`config.mk`:
```
export PLATFORM = sky130hd
export DESIGN_NAME = nibbler_ctrl
export DESIGN_NICKNAME = d
export VERILOG_FILES = /design/src/rtl/nibbler_pkg.sv /design/src/rtl/nibbler_decode.sv /design/src/rtl/nibbler_ctrl.sv
export SDC_FILE = /design/constraint.sdc
export NUM_CORES = 1
export LEC_CHECK = 0
export CAP_MARGIN = 5
export CORE_ASPECT_RATIO = 1.4
export CORE_MARGIN = 5
export CORE_UTILIZATION = 47
export DETAILED_ROUTE_END_ITERATION = 12
export GPL_TIMING_DRIVEN = 1
export HOLD_SLACK_MARGIN = 0.05
export PLACE_DENSITY = 0.81
export SYNTH_ARGS = -nofsm -noshare
export SYNTH_HDL_FRONTEND = slang
export SYNTH_SLANG_ARGS = --single-unit
export TNS_END_PERCENT = 30
```
`constraint.sdc`:
```
create_clock -name clk -period 2.22 [get_ports clk]
set_clock_uncertainty 0.1 [all_clocks]
set_input_delay 0.333 -clock clk [delete_from_list [all_inputs] [get_ports clk]]
set_output_delay 0.333 -clock clk [all_outputs]
set_load 0.01 [all_outputs]
```
`src/rtl/nibbler_pkg.sv`:
```
// nibbler_pkg -- shared definitions for the nibbler control unit.
//   state_t    : controller FSM states (FETCH, EXEC, JADDR)
//   OP_*       : 4-bit opcode values found in IR[7:4]
//   ALU_*      : alu_sel encodings
//   strobe_t   : packed bundle of the datapath strobes
//   PC_W       : program counter width
package nibbler_pkg;

  localparam int PC_W = 12;

  typedef enum logic [1:0] {
    FETCH = 2'b00,
    EXEC  = 2'b01,
    JADDR = 2'b10
  } state_t;

  // Opcodes (IR[7:4])
  localparam logic [3:0] OP_JC    = 4'h0;
  localparam logic [3:0] OP_JNC   = 4'h1;
  localparam logic [3:0] OP_JZ    = 4'h2;
  localparam logic [3:0] OP_JNZ   = 4'h3;
  localparam logic [3:0] OP_NOP   = 4'h4;
  localparam logic [3:0] OP_CMPI  = 4'h5;
  localparam logic [3:0] OP_CMPM  = 4'h6;
  localparam logic [3:0] OP_LIT   = 4'h7;
  localparam logic [3:0] OP_IN    = 4'h8;
  localparam logic [3:0] OP_LD    = 4'h9;
  localparam logic [3:0] OP_ST    = 4'hA;
  localparam logic [3:0] OP_OUT   = 4'hB;
  localparam logic [3:0] OP_ADDI  = 4'hC;
  localparam logic [3:0] OP_ADDM  = 4'hD;
  localparam logic [3:0] OP_NANDI = 4'hE;
  localparam logic [3:0] OP_NANDM = 4'hF;

  // ALU function select
  localparam logic [1:0] ALU_PASS = 2'b00;
  localparam logic [1:0] ALU_ADD  = 2'b01;
  localparam logic [1:0] ALU_NAND = 2'b10;
  localparam logic [1:0] ALU_CMP  = 2'b11;

  // IR value loaded by reset: a NOP
  localparam logic [7:0] IR_RESET = 8'h40;

  typedef struct packed {
    logic flags_en;
    logic acc_en;
    logic ram_we;
    logic in_oe;
    logic out_we;
  } strobe_t;

  // Opcodes 0..3 carry a second (address) byte.
  function automatic logic is_jump(input logic [7:0] instr);
    return (instr[7:6] == 2'b00);
  endfunction

endpackage

```
`src/rtl/nibbler_decode.sv`:
```
// nibbler_decode -- combinational opcode-to-strobe table.
//   op      in  [3:0] : instruction opcode, IR[7:4]
//   strobes out       : datapath strobes for this opcode (ungated)
//   alu_sel out [1:0] : ALU function for this opcode
// Jump opcodes and NOP decode to no strobes; the caller gates the result
// so it only reaches the datapath during EXEC.
module nibbler_decode
  import nibbler_pkg::*;
(
  input  logic [3:0] op,
  output strobe_t    strobes,
  output logic [1:0] alu_sel
);

  always_comb begin
    strobes = '0;
    alu_sel = ALU_PASS;
    case (op)
      OP_CMPI, OP_CMPM: begin
        alu_sel          = ALU_CMP;
        strobes.flags_en = 1'b1;
      end
      OP_LIT: begin
        alu_sel        = ALU_PASS;
        strobes.acc_en = 1'b1;
      end
      OP_IN: begin
        strobes.in_oe  = 1'b1;
        strobes.acc_en = 1'b1;
      end
      OP_LD: strobes.acc_en = 1'b1;
      OP_ST: strobes.ram_we = 1'b1;
      OP_OUT: strobes.out_we = 1'b1;
      OP_ADDI, OP_ADDM: begin
        alu_sel          = ALU_ADD;
        strobes.acc_en   = 1'b1;
        strobes.flags_en = 1'b1;
      end
      OP_NANDI, OP_NANDM: begin
        alu_sel          = ALU_NAND;
        strobes.acc_en   = 1'b1;
        strobes.flags_en = 1'b1;
      end
      default: begin
        strobes = '0;
        alu_sel = ALU_PASS;
      end
    endcase
  end

endmodule

```
`src/rtl/nibbler_ctrl.sv`:
```
// nibbler_ctrl -- fetch/execute controller for the 4-bit nibbler CPU.
//   clk       in        : clock, all state changes on rising edge
//   rst       in        : synchronous active-high reset
//   prog_byte in  [7:0] : program ROM data at address pc
//   c_flag    in        : registered carry flag
//   z_flag    in        : registered zero flag
//   pc        out [11:0]: program counter / ROM address
//   oprnd     out [3:0] : IR[3:0]
//   alu_sel   out [1:0] : ALU function (00 outside EXEC)
//   flags_en, acc_en, ram_we, in_oe, out_we out : datapath strobes, EXEC only
//   retired   out [15:0]: retired-instruction count (only with
//                         NIBBLER_CTRL_RETIRE_CNT_EN defined)
// Every instruction takes two cycles: FETCH then EXEC, or FETCH then JADDR
// for jumps, whose second byte is read straight from prog_byte in JADDR.
module nibbler_ctrl
  import nibbler_pkg::*;
(
  input  logic            clk,
  input  logic            rst,
  input  logic [7:0]      prog_byte,
  input  logic            c_flag,
  input  logic            z_flag,
  output logic [PC_W-1:0] pc,
  output logic [3:0]      oprnd,
  output logic [1:0]      alu_sel,
  output logic            flags_en,
  output logic            acc_en,
  output logic            ram_we,
  output logic            in_oe,
  output logic            out_we
`ifdef NIBBLER_CTRL_RETIRE_CNT_EN
  ,
  output logic [15:0]     retired
`endif
);

  state_t          state_reg, state_next;
  logic [PC_W-1:0] pc_reg, pc_next;
  logic [7:0]      ir_reg, ir_next;
  logic            jump_taken;

  strobe_t         dec_strobes;
  logic [1:0]      dec_alu_sel;
  strobe_t         strobes;

  nibbler_decode u_decode (
    .op      (ir_reg[7:4]),
    .strobes (dec_strobes),
    .alu_sel (dec_alu_sel)
  );

  always_ff @(posedge clk) begin
    if (rst) begin
      state_reg <= FETCH;
      pc_reg    <= '0;
      ir_reg    <= IR_RESET;
    end else begin
      state_reg <= state_next;
      pc_reg    <= pc_next;
      ir_reg    <= ir_next;
    end
  end

  // Jump condition uses the flags as seen during JADDR itself.
  always_comb begin
    jump_taken = 1'b0;
    case (ir_reg[7:4])
      OP_JC:   jump_taken = c_flag;
      OP_JNC:  jump_taken = ~c_flag;
      OP_JZ:   jump_taken = z_flag;
      OP_JNZ:  jump_taken = ~z_flag;
      default: jump_taken = 1'b0;
    endcase
  end

  always_comb begin
    state_next = state_reg;
    pc_next    = pc_reg;
    ir_next    = ir_reg;
    case (state_reg)
      FETCH: begin
        ir_next    = prog_byte;
        pc_next    = pc_reg + 1'b1;  // wraps 0xFFF -> 0x000
        state_next = is_jump(prog_byte) ? JADDR : EXEC;
      end
      EXEC: begin
        state_next = FETCH;
      end
      JADDR: begin
        pc_next    = jump_taken ? {ir_reg[3:0], prog_byte} : pc_reg + 1'b1;
        state_next = FETCH;
      end
      default: begin
        state_next = FETCH;
      end
    endcase
  end

  // Strobes and alu_sel reach the datapath only while executing.
  always_comb begin
    strobes = '0;
    alu_sel = ALU_PASS;
    if (state_reg == EXEC) begin
      strobes = dec_strobes;
      alu_sel = dec_alu_sel;
    end
  end

  assign pc       = pc_reg;
  assign oprnd    = ir_reg[3:0];
  assign flags_en = strobes.flags_en;
  assign acc_en   = strobes.acc_en;
  assign ram_we   = strobes.ram_we;
  assign in_oe    = strobes.in_oe;
  assign out_we   = strobes.out_we;

`ifdef NIBBLER_CTRL_RETIRE_CNT_EN
  logic [15:0] retired_reg;

  // EXEC and JADDR always hand back to FETCH, so leaving either retires one.
  always_ff @(posedge clk) begin
    if (rst) begin
      retired_reg <= '0;
    end else if (state_reg == EXEC || state_reg == JADDR) begin
      retired_reg <= retired_reg + 16'd1;
    end
  end

  assign retired = retired_reg;
`endif

endmodule

```
==> results.ini <==
[layout]
drive_above_1_share = 0.119
nets = 207
regArea_um2 = 443
fin_cells = 229
fillers = 238
multi_input_area_um2 = 747
syn_to_final_growth_pct = 32.0
largest_register_ffs = 12
final_area_um2 = 1700
n_antenna_cell = 0

[timing]
setup_viol = 0
period_needed_ns = 2.15
rsz0062_at_grt = true
final.setup.tns_ns = 0
slew_headroom = 0.545
final_hold_viol_count = 0
worst_pin_slew_ns = 0.680
slew_viol_final = 0
finalCritPeriodShare = 0.970
clock.fmax_ghz = 0.464

[power_and_ir_drop]
p_clk_frac = 0.269
powerDensity_nw_per_um2 = 501
switching_power_w = 0.000247
p_leak_nw = 0.687
p_total_w = 0.000853
power.internal_w = 0.000607
power.share.sequential = 0.517
swShare = 0.289
p_comb_frac = 0.214
max-vdd-ir-drop_mv = 0.400

[global_routing]
overflow = 0
grt_max_degree = 21
grt.total_usage = 0.188
grt_pass1_wl_um = 5420
grt_pass1_vias = 1247
antenna_found_initial = 0

[critical_path]
arrival_ns = 1.72
cp_max_fo = 4
worstPathRequired_ns = 1.79
crit_type = reg2out
end_kind = output port
start_kind = flip-flop

[cts]
hold_buffers = 0
cts_sinks = 22
cts_tree = built
cts_buffers = 3
htreeDepth = 1
root_buffer = clkbuf_4
clkTransAtPathRegs_ns = 0.13
insertion_delay_ns = 0.32
clockBufferDepth = 2

[drt]
drt-initial-drc-count = 51
wl_per_cell_um = 14.8
antenna_left = 0
wl_um = 3380
via_count = 1281
remaining_drc_errors = 0
drt-pass1-iter-count = 4
viasPerCell = 5.59

[synthesis]
yosysSeqAreaShare = 0.342
synth_area_leaders = dfxtp_1 (34%), nand2_1 (7.9%), a21oi_1 (4.7%), mux2i_1 (3.9%), nor2_1 (3.8%)
synth_top_area_frac = 0.342
syn-instance-count = 160
yosysMostFrequentCell = nand2_1
syn_nets = 173
synth_edf_count = 0
synth_cell_type_count = 41
synth_top_cell_by_area = dfxtp_1
avgSynthCellArea_um2 = 8.05
synthArstFlopShare = 0
synth_area_um2 = 1290
synth_flop_cell = dfxtp_1
synth_top_cells_by_count = nand2_1 (27), dfxtp_1 (22), nor2_1 (13), a21oi_1 (12), inv_1 (8)
yosys_warnings = 0
synth.ff_latch_count = 22

[die]
io_pins = 35
die_x_um = 54.3
num_rows = 22
dieArea_um2 = 3900
die_y_um = 72.0
coreArea_um2 = 2640
initial_utilization = 0.488

[placed_design]
place_inst = 225
port_buffers = 34
place_area_um2 = 1650
gp_congestion = 0.838
hpwl_um = 2590

[run_status]
status = finished, final reports clean

[job]
drv_cap = 0

[min_path]
min_path_type = reg2reg

## cell families after synthesis
group / count (synthesis) / share of synthesized area
flops: 22 / 0.342
xor+xnor: 6 / 0.0408
simple gates: 74 / 0.291
mux: 8 / 0.0680
compound gates: 28 / 0.157
buf+inv: 21 / 0.0913
fa+ha+maj: 1 / 0.00971
## routing by layer
layer	global-route usage	vias up	share of wire
li1	-	635	-
met1	0.207	587	0.40
met2	0.326	45	0.51
met3	0.0246	14	0.053
met4	0.116	0	0.041
met5	0	-	0
## power groups by stage
stage	Sequential, W	Combinational (W)	Clock (W)
3_5_place_dp	0.000447	0.000184	0
3_3_place_gp	0.000446	0.000180	0
6_report	0.000441	0.000183	0.000230
4_1_cts	0.000439	0.000182	0.000230
2_1_floorplan	0.000444	0.000112	0
5_1_grt	0.000444	0.000200	0.000245
## timing repair
action,4_1_cts,5_1_grt
setup buffers,0,0
resized for setup,7,4
endpoints found under the setup margin,7,3
## per-stage QoR
step | hold slack, ns | setup WS (ns) | utilization
floorplan | 0.349 | 0.215 | -
global placement | 0.362 | 0.0276 | 0.623
detailed placement | 0.363 | -0.0642 | 0.623
CTS | 0.383 | 0.0186 | 0.638
global route | 0.409 | -0.0219 | 0.644
finish | 0.381 | 0.0658 | 0.644
## area by class of cell
cell class                      count  share of cell area
Clock buffer                        4              0.0213
Inverter                            8              0.0176
Multi-Input combinational cell    117               0.439
Sequential cell                    22               0.260
Tap cell                           36              0.0265
Timing Repair Buffer               42               0.235
## cells in the final DEF, fill, tap and decap left out, types with 2 or more instances in the layout
cell type / count
a211oi_1: 3
a21oi_1: 12
and3_1: 3
buf_4: 8
clkbuf_4: 3
clkdlybuf4s50_1: 28
dfxtp_1: 20
dfxtp_2: 2
dlygate4sd2_1: 4
dlymetal6s2s_1: 2
inv_1: 8
mux2_2: 2
mux2i_1: 5
nand2_1: 27
nand3_1: 6
nand4_1: 2
nor2_1: 13
nor3_1: 5
nor4_1: 3
nor4b_1: 2
o21ai_0: 2
o32ai_1: 3
or3_1: 3
or4_1: 2
xnor2_1: 3
xor2_1: 3
## critical path: stages (launching register included)
cell	delay, ns
dfxtp_1	0.35
inv_1	0.09
nor4b_4	0.25
and3_1	0.18
clkdlybuf4s50_1	0.53
## final timing paths
check,slack [ns],to,from,cells after the start
max reg2reg,0.19,pc[11],ir_reg[7],6
min,0.38,ir_reg[2],ir_reg[2],2
max,0.07,out_we,state_reg[0],4
min reg2reg,0.38,ir_reg[2],ir_reg[2],2
(Power assumes the default switching activity.)
